<file path="config.mk">
export PLATFORM = sky130hd
export DESIGN_NAME = serial_subtractor
export DESIGN_NICKNAME = d
export VERILOG_FILES = /design/src/rtl/serial_subtractor.sv
export SDC_FILE = /design/constraint.sdc
export NUM_CORES = 1
export LEC_CHECK = 0
export ABC_CLOCK_PERIOD_IN_PS = 2410
export BUFFER_PORTS_ARGS = -buffer_cell sky130_fd_sc_hd__clkbuf_2
export CORE_MARGIN = 8
export CORE_UTILIZATION = 45
export DETAILED_ROUTE_END_ITERATION = 8
export PLACE_DENSITY = 0.73
export SYNTH_ARGS = -nofsm -noshare
export SYNTH_HDL_FRONTEND = slang
export SYNTH_SLANG_ARGS = --single-unit
</file>
<file path="constraint.sdc">
create_clock -name clk -period 2.41 [get_ports clk]
set_input_delay 0.723 -clock clk [delete_from_list [all_inputs] [get_ports clk]]
set_output_delay 0.723 -clock clk [all_outputs]
set_load 0.05 [all_outputs]
</file>
<file path="src/rtl/serial_subtractor.sv">
// Bit-serial subtractor: D = A - B - Bin, one full-subtractor step per clock, LSB first.
// A start/busy/done handshake sequences operations; d/bout hold the last completed result.
module serial_subtractor #(
    parameter int WIDTH = 4
) (
    input  logic             clk,
    input  logic             rst,
    input  logic             start,
    input  logic [WIDTH-1:0] a,
    input  logic [WIDTH-1:0] b,
    input  logic             bin,
    output logic             busy,
    output logic             done,
    output logic [WIDTH-1:0] d,
    output logic             bout
);

    localparam int CW = $clog2(WIDTH) + 1;

    typedef enum logic [1:0] {
        IDLE  = 2'd0,
        SHIFT = 2'd1,
        DONE  = 2'd2
    } state_t;

    state_t           state_q, state_d;
    logic [WIDTH-1:0] sa_q, sa_d;
    logic [WIDTH-1:0] sb_q, sb_d;
    logic [WIDTH-1:0] res_q, res_d;
    logic [WIDTH-1:0] d_q, d_d;
    logic [CW-1:0]    count_q, count_d;
    logic             brw_q, brw_d;
    logic             bout_q, bout_d;
    logic             busy_q, busy_d;
    logic             done_q, done_d;

    logic             diff_bit;
    logic             borrow_next;
    logic             last_bit;

    always_comb begin
        diff_bit    = sa_q[0] ^ sb_q[0] ^ brw_q;
        borrow_next = (~sa_q[0] & sb_q[0]) | (~(sa_q[0] ^ sb_q[0]) & brw_q);
        last_bit    = (count_q == CW'(WIDTH - 1));

        state_d = state_q;
        sa_d    = sa_q;
        sb_d    = sb_q;
        res_d   = res_q;
        d_d     = d_q;
        count_d = count_q;
        brw_d   = brw_q;
        bout_d  = bout_q;

        case (state_q)
            IDLE, DONE: begin
                if (start) begin
                    sa_d    = a;
                    sb_d    = b;
                    brw_d   = bin;
                    res_d   = '0;
                    count_d = '0;
                    state_d = SHIFT;
                end else begin
                    state_d = IDLE;
                end
            end
            SHIFT: begin
                // Difference bits enter at the MSB so that after WIDTH steps
                // the first (LSB) bit has walked down to position 0.
                res_d   = {diff_bit, res_q[WIDTH-1:1]};
                sa_d    = sa_q >> 1;
                sb_d    = sb_q >> 1;
                brw_d   = borrow_next;
                count_d = count_q + CW'(1);
                if (last_bit) begin
                    d_d     = {diff_bit, res_q[WIDTH-1:1]};
                    bout_d  = borrow_next;
                    state_d = DONE;
                end
            end
            default: state_d = IDLE;
        endcase

        busy_d = (state_d == SHIFT);
        done_d = (state_d == DONE);
    end

    always_ff @(posedge clk) begin
        if (rst) begin
            state_q <= IDLE;
            sa_q    <= '0;
            sb_q    <= '0;
            res_q   <= '0;
            d_q     <= '0;
            count_q <= '0;
            brw_q   <= 1'b0;
            bout_q  <= 1'b0;
            busy_q  <= 1'b0;
            done_q  <= 1'b0;
        end else begin
            state_q <= state_d;
            sa_q    <= sa_d;
            sb_q    <= sb_d;
            res_q   <= res_d;
            d_q     <= d_d;
            count_q <= count_d;
            brw_q   <= brw_d;
            bout_q  <= bout_d;
            busy_q  <= busy_d;
            done_q  <= done_d;
        end
    end

    assign busy = busy_q;
    assign done = done_q;
    assign d    = d_q;
    assign bout = bout_q;

endmodule
</file>
[Word-level counts from Yosys, hierarchy flattened]
Cells that the tools add are included.
Word-level totals
  bits of input ports: 12
  output and inout port bits: 7
  register bits: 25
Cells by class
  add/sub/neg operators: 1
  multiplexer cells: 13
  bitwise operators: 7
  reductions and logical operators: 5
  eq/ne operators: 6
Operators by type and width (number)
  one-hot mux 4 bit (2 select lines): 3
  2-to-1 mux 4 bit: 3
  one-hot mux 3 bit (2 select lines): 1
  == test 2 x 1 -> 1 bit (second input constant): 2
  == test 2 bit (second input constant): 2
  one-hot mux 2 bit (2 select lines): 1
  AND reduction 2 bit: 2
  adder 3 x 1 -> 3 bit (second input constant): 1
  == test 3 x 2 -> 1 bit (second input constant): 1
  2-to-1 mux 3 bit: 1
  bitwise AND 1 bit: 2
  logical NOT 2 bit: 1
  2-to-1 mux 1 bit: 2
  2-to-1 mux 2 bit: 1
  inequality test 2 bit (second input constant): 1
  inverter 1 bit: 2
  one-hot mux 1 bit (2 select lines): 1
  nonzero test 2 bit: 1
  OR reduction 2 bit: 1
  XOR 1 bit: 2
  bitwise OR 1 bit: 1

[Longest topological paths before layout]
  depth after elaboration: 5
  gate-level depth with buffers: 6
  mapped depth without buffers: 5

[Worst setup path before layout]
Ideal clock, no wire load.
  kind: input -> register
  start point: input port start
  end point: register sa_q[1]
  data required time: 2.319 ns
  arrival time: 1.263 ns
  setup time: 0.091 ns
  cell stages on the path: 4
  path buffers: 1
  setup slack: 1.056 ns
  cells stage by stage: nor2b_1 buf_2 nand2_1 a311oi_1
Between the ends
  cells in the longest elaborated chain, start to end: 2
Ends and longest elaborated chain
  start, declared: RTL line 8  | input logic start,
  inequality test 2 bit (no line)
  AND reduction 2 bit (no line)
  end signal, assigned: RTL line 92  | sa_q <= '0;
  end signal, assigned: RTL line 103  | sa_q <= sa_d;
  end, declared: RTL line 27  | logic [WIDTH-1:0] sa_q, sa_d;
No other way between the ends.
A chain may end at the register's enable or synchronous reset.

[Worst setup path after layout]
  start point: register bout_q (netlist: bout)
  end point: output port bout
RTL lines
  start, declared: RTL line 33  | logic bout_q, bout_d;
  start signal, assigned: RTL line 109  | bout_q <= bout_d;
  end, declared: RTL line 15  | output logic bout
No word-level cell between the ends.

==> out/results.ini <==
[cts]
numCtsBuffers = 3
cts.sinks = 24
cts_setup_buffers = 0
cts_tree = built
max-clock-path-buffers = 2
hold_buffers = 0
clock_latency_ns = 0.31
clockRootBuffer = clkbuf_4
postCtsResizedCells = 0
clkTransAtPathRegs_ns = 0.13
h-tree-depth = 1

[synth]
syn_area_sq_um = 983
synth_fp_nets = 129
synthSimpleGateAreaFrac = 0.237
synth_compound_area_frac = 0.156
synth_top_family_by_area = simple AND/OR/NAND/NOR gates
synth.mux.area_fraction = 0
syn_inst = 114
ys_warn_count = 0
yosysSeqAreaShare = 0.489
synthXorXnorAreaFrac = 0
synth_cell_types = 21
synth_seq_cells = 24
synthAdderAreaFrac = 0.0458
syn_area_per_cell_sq_um = 8.63

[cells_and_area]
nets = 143
layout-drive-gt1-share = 0.181
area_delta_synth_final_pct = 10.3
n_antenna_cell = 0
final_cell_mix = dfxtp_1, nand2_1, clkbuf_2, a21oi_1, nand3_1
utilization = 0.505
layout_commonest_cell = dfxtp_1

[outcome]
status = finished, final reports clean

[power_and_ir_drop]
ir_worst_vdd_mv = 0.317
p_leak_nw = 0.425
power.density_nw_per_um2 = 669

[detailed_routing]
drcViolationCount = 0
drt_iter0_drc = 11
drt_pre_antenna_iters = 4
drt-total-wl_mm = 1.86
vias = 806
ant_nets = 0
post_drt_wl_per_cell_um = 12.0
via_per_inst = 5.20

[worst_setup_path]
cp_cell_sequence = clkbuf_2
cp-end-kind = primary output
path_max_fanout = 2
critPathTopFamily = flip-flops
required_ns = 1.69
cp_num_buf_inv = 1
cpPeakStageDelay_ns = 0.36
start_kind = register
cp.arrival_ns = 0.95
cpMaxStageDelayCell = dfxtp_1
critical_path_class = register to primary output

[timing]
hold_viol = 0
finalClockSkew_ns = 0.00288
maxSlewViolCount = 0
rsz0062_at_grt = no
finalSetupTns_ns = 0
period_share = 0.693
fmax_mhz = 599
layout_min_cycle_time_ns = 1.67
slew_headroom = 0.468
worst_pin_slew_ns = 0.799
finalSetupViolations = 0

[run]
cap_violations = 0

[global_routing]
antenna_found_initial = 0
track_usage = 0.0937
overflow = 0
grt_pass1_wl_mm = 3.15
grt_max_degree = 25
grt_pass1_vias = 785

[worst_hold_path]
hold_class = register to register

[floorplanning]
rows = 17
core_sq_um = 2150
io_pins = 19
die_w_um = 62.8
dieArea_sq_um = 3940
start_util = 0.458
die_y_um = 62.8

[place]
dp.final_hpwl_mm = 1.32
globalplace.congestion = 0.749
port_buffers = 18

## state kept, by name, summed over array words and instances (netlist names)
name / flops
bout: 1
d: 4
busy: 1
res_q: 3
brw_q: 1
sb_q: 4
state_q: 2
count_q: 3
sa_q: 4
done: 1
## final timing paths
kind	from	endpoint	depth (start not counted)	slack, ns
max	bout$_SDFFE_PP0P_	bout	1	0.74
min	d[2]$_SDFFE_PP0P_	d[2]$_SDFFE_PP0P_	2	0.47
max reg2reg	state_q[1]$_SDFF_PP0_	sb_q[2]$_SDFFE_PP0P_	3	1.00
min reg2reg	d[2]$_SDFFE_PP0P_	d[2]$_SDFFE_PP0P_	2	0.47
## power by group
part	leakage [nW]	total (W)	switching, W	internal (W)
Clock	0.0210	0.000206	0.000114	0.0000922
Sequential	0.196	0.000429	0.0000119	0.000417
Combinational	0.208	0.0000912	0.0000575	0.0000337
Total	0.425	0.000726	0.000184	0.000543
## cell families after synthesis
family	Yosys count
adders and majority gates	3
buffers and inverters	12
and+or+nand+nor	52
DFF	24
AOI/OAI and AO/OA	23
## cell type report
cell class / instances / area, sq um
clock buffers: 4 / 36.3
fillers: 216 / 1060
inverters: 3 / 11.3
multi-input cells: 78 / 432
flip-flops and latches: 24 / 480
well taps: 28 / 35.0
repair buffers: 18 / 90.1
## routing by layer
metal | GRT usage | vias up | routed length [um]
li1 | - | 411 | -
met1 | 0.109 | 371 | 875
met2 | 0.159 | 22 | 892
met3 | 0.0233 | 2 | 81
met4 | 0.0399 | 0 | 11
met5 | 0 | - | 0
## metrics by stage
step | setup WS [ns] | total power, W | area [sq um] | instances | hold slack, ns
detailed placement | 0.653 | 0.000529 | 1050 | 151 | 0.453
global placement | 0.710 | 0.000524 | 1050 | 151 | 0.444
finish | 0.740 | 0.000726 | 1080 | 155 | 0.467
floorplan | 1.06 | 0.000512 | 983 | 114 | 0.444
global route | 0.691 | 0.000765 | 1080 | 155 | 0.487
CTS | 0.721 | 0.000734 | 1080 | 155 | 0.470
## cell usage after synthesis
cell        n  area share
a21oi_1    14       0.071
a2bb2oi_1   1      0.0089
clkbuf_1    2      0.0076
nand3_1    13       0.066
a311oi_2    1       0.015
and2b_1     1      0.0076
nand2_1    22       0.084
ha_1        2       0.025
nor2b_1     1      0.0064
fa_1        1       0.020
buf_2       3       0.015
o21a_1      1      0.0076
nor2_1     10       0.038
nand2b_1    3       0.019
inv_1       3       0.011
buf_6       2       0.023
or2b_1      1      0.0076
dfxtp_1    24        0.49
nand3b_1    1      0.0076
a311oi_1    6       0.053
buf_4       2       0.015
Power figures use the tool's default switching activity.
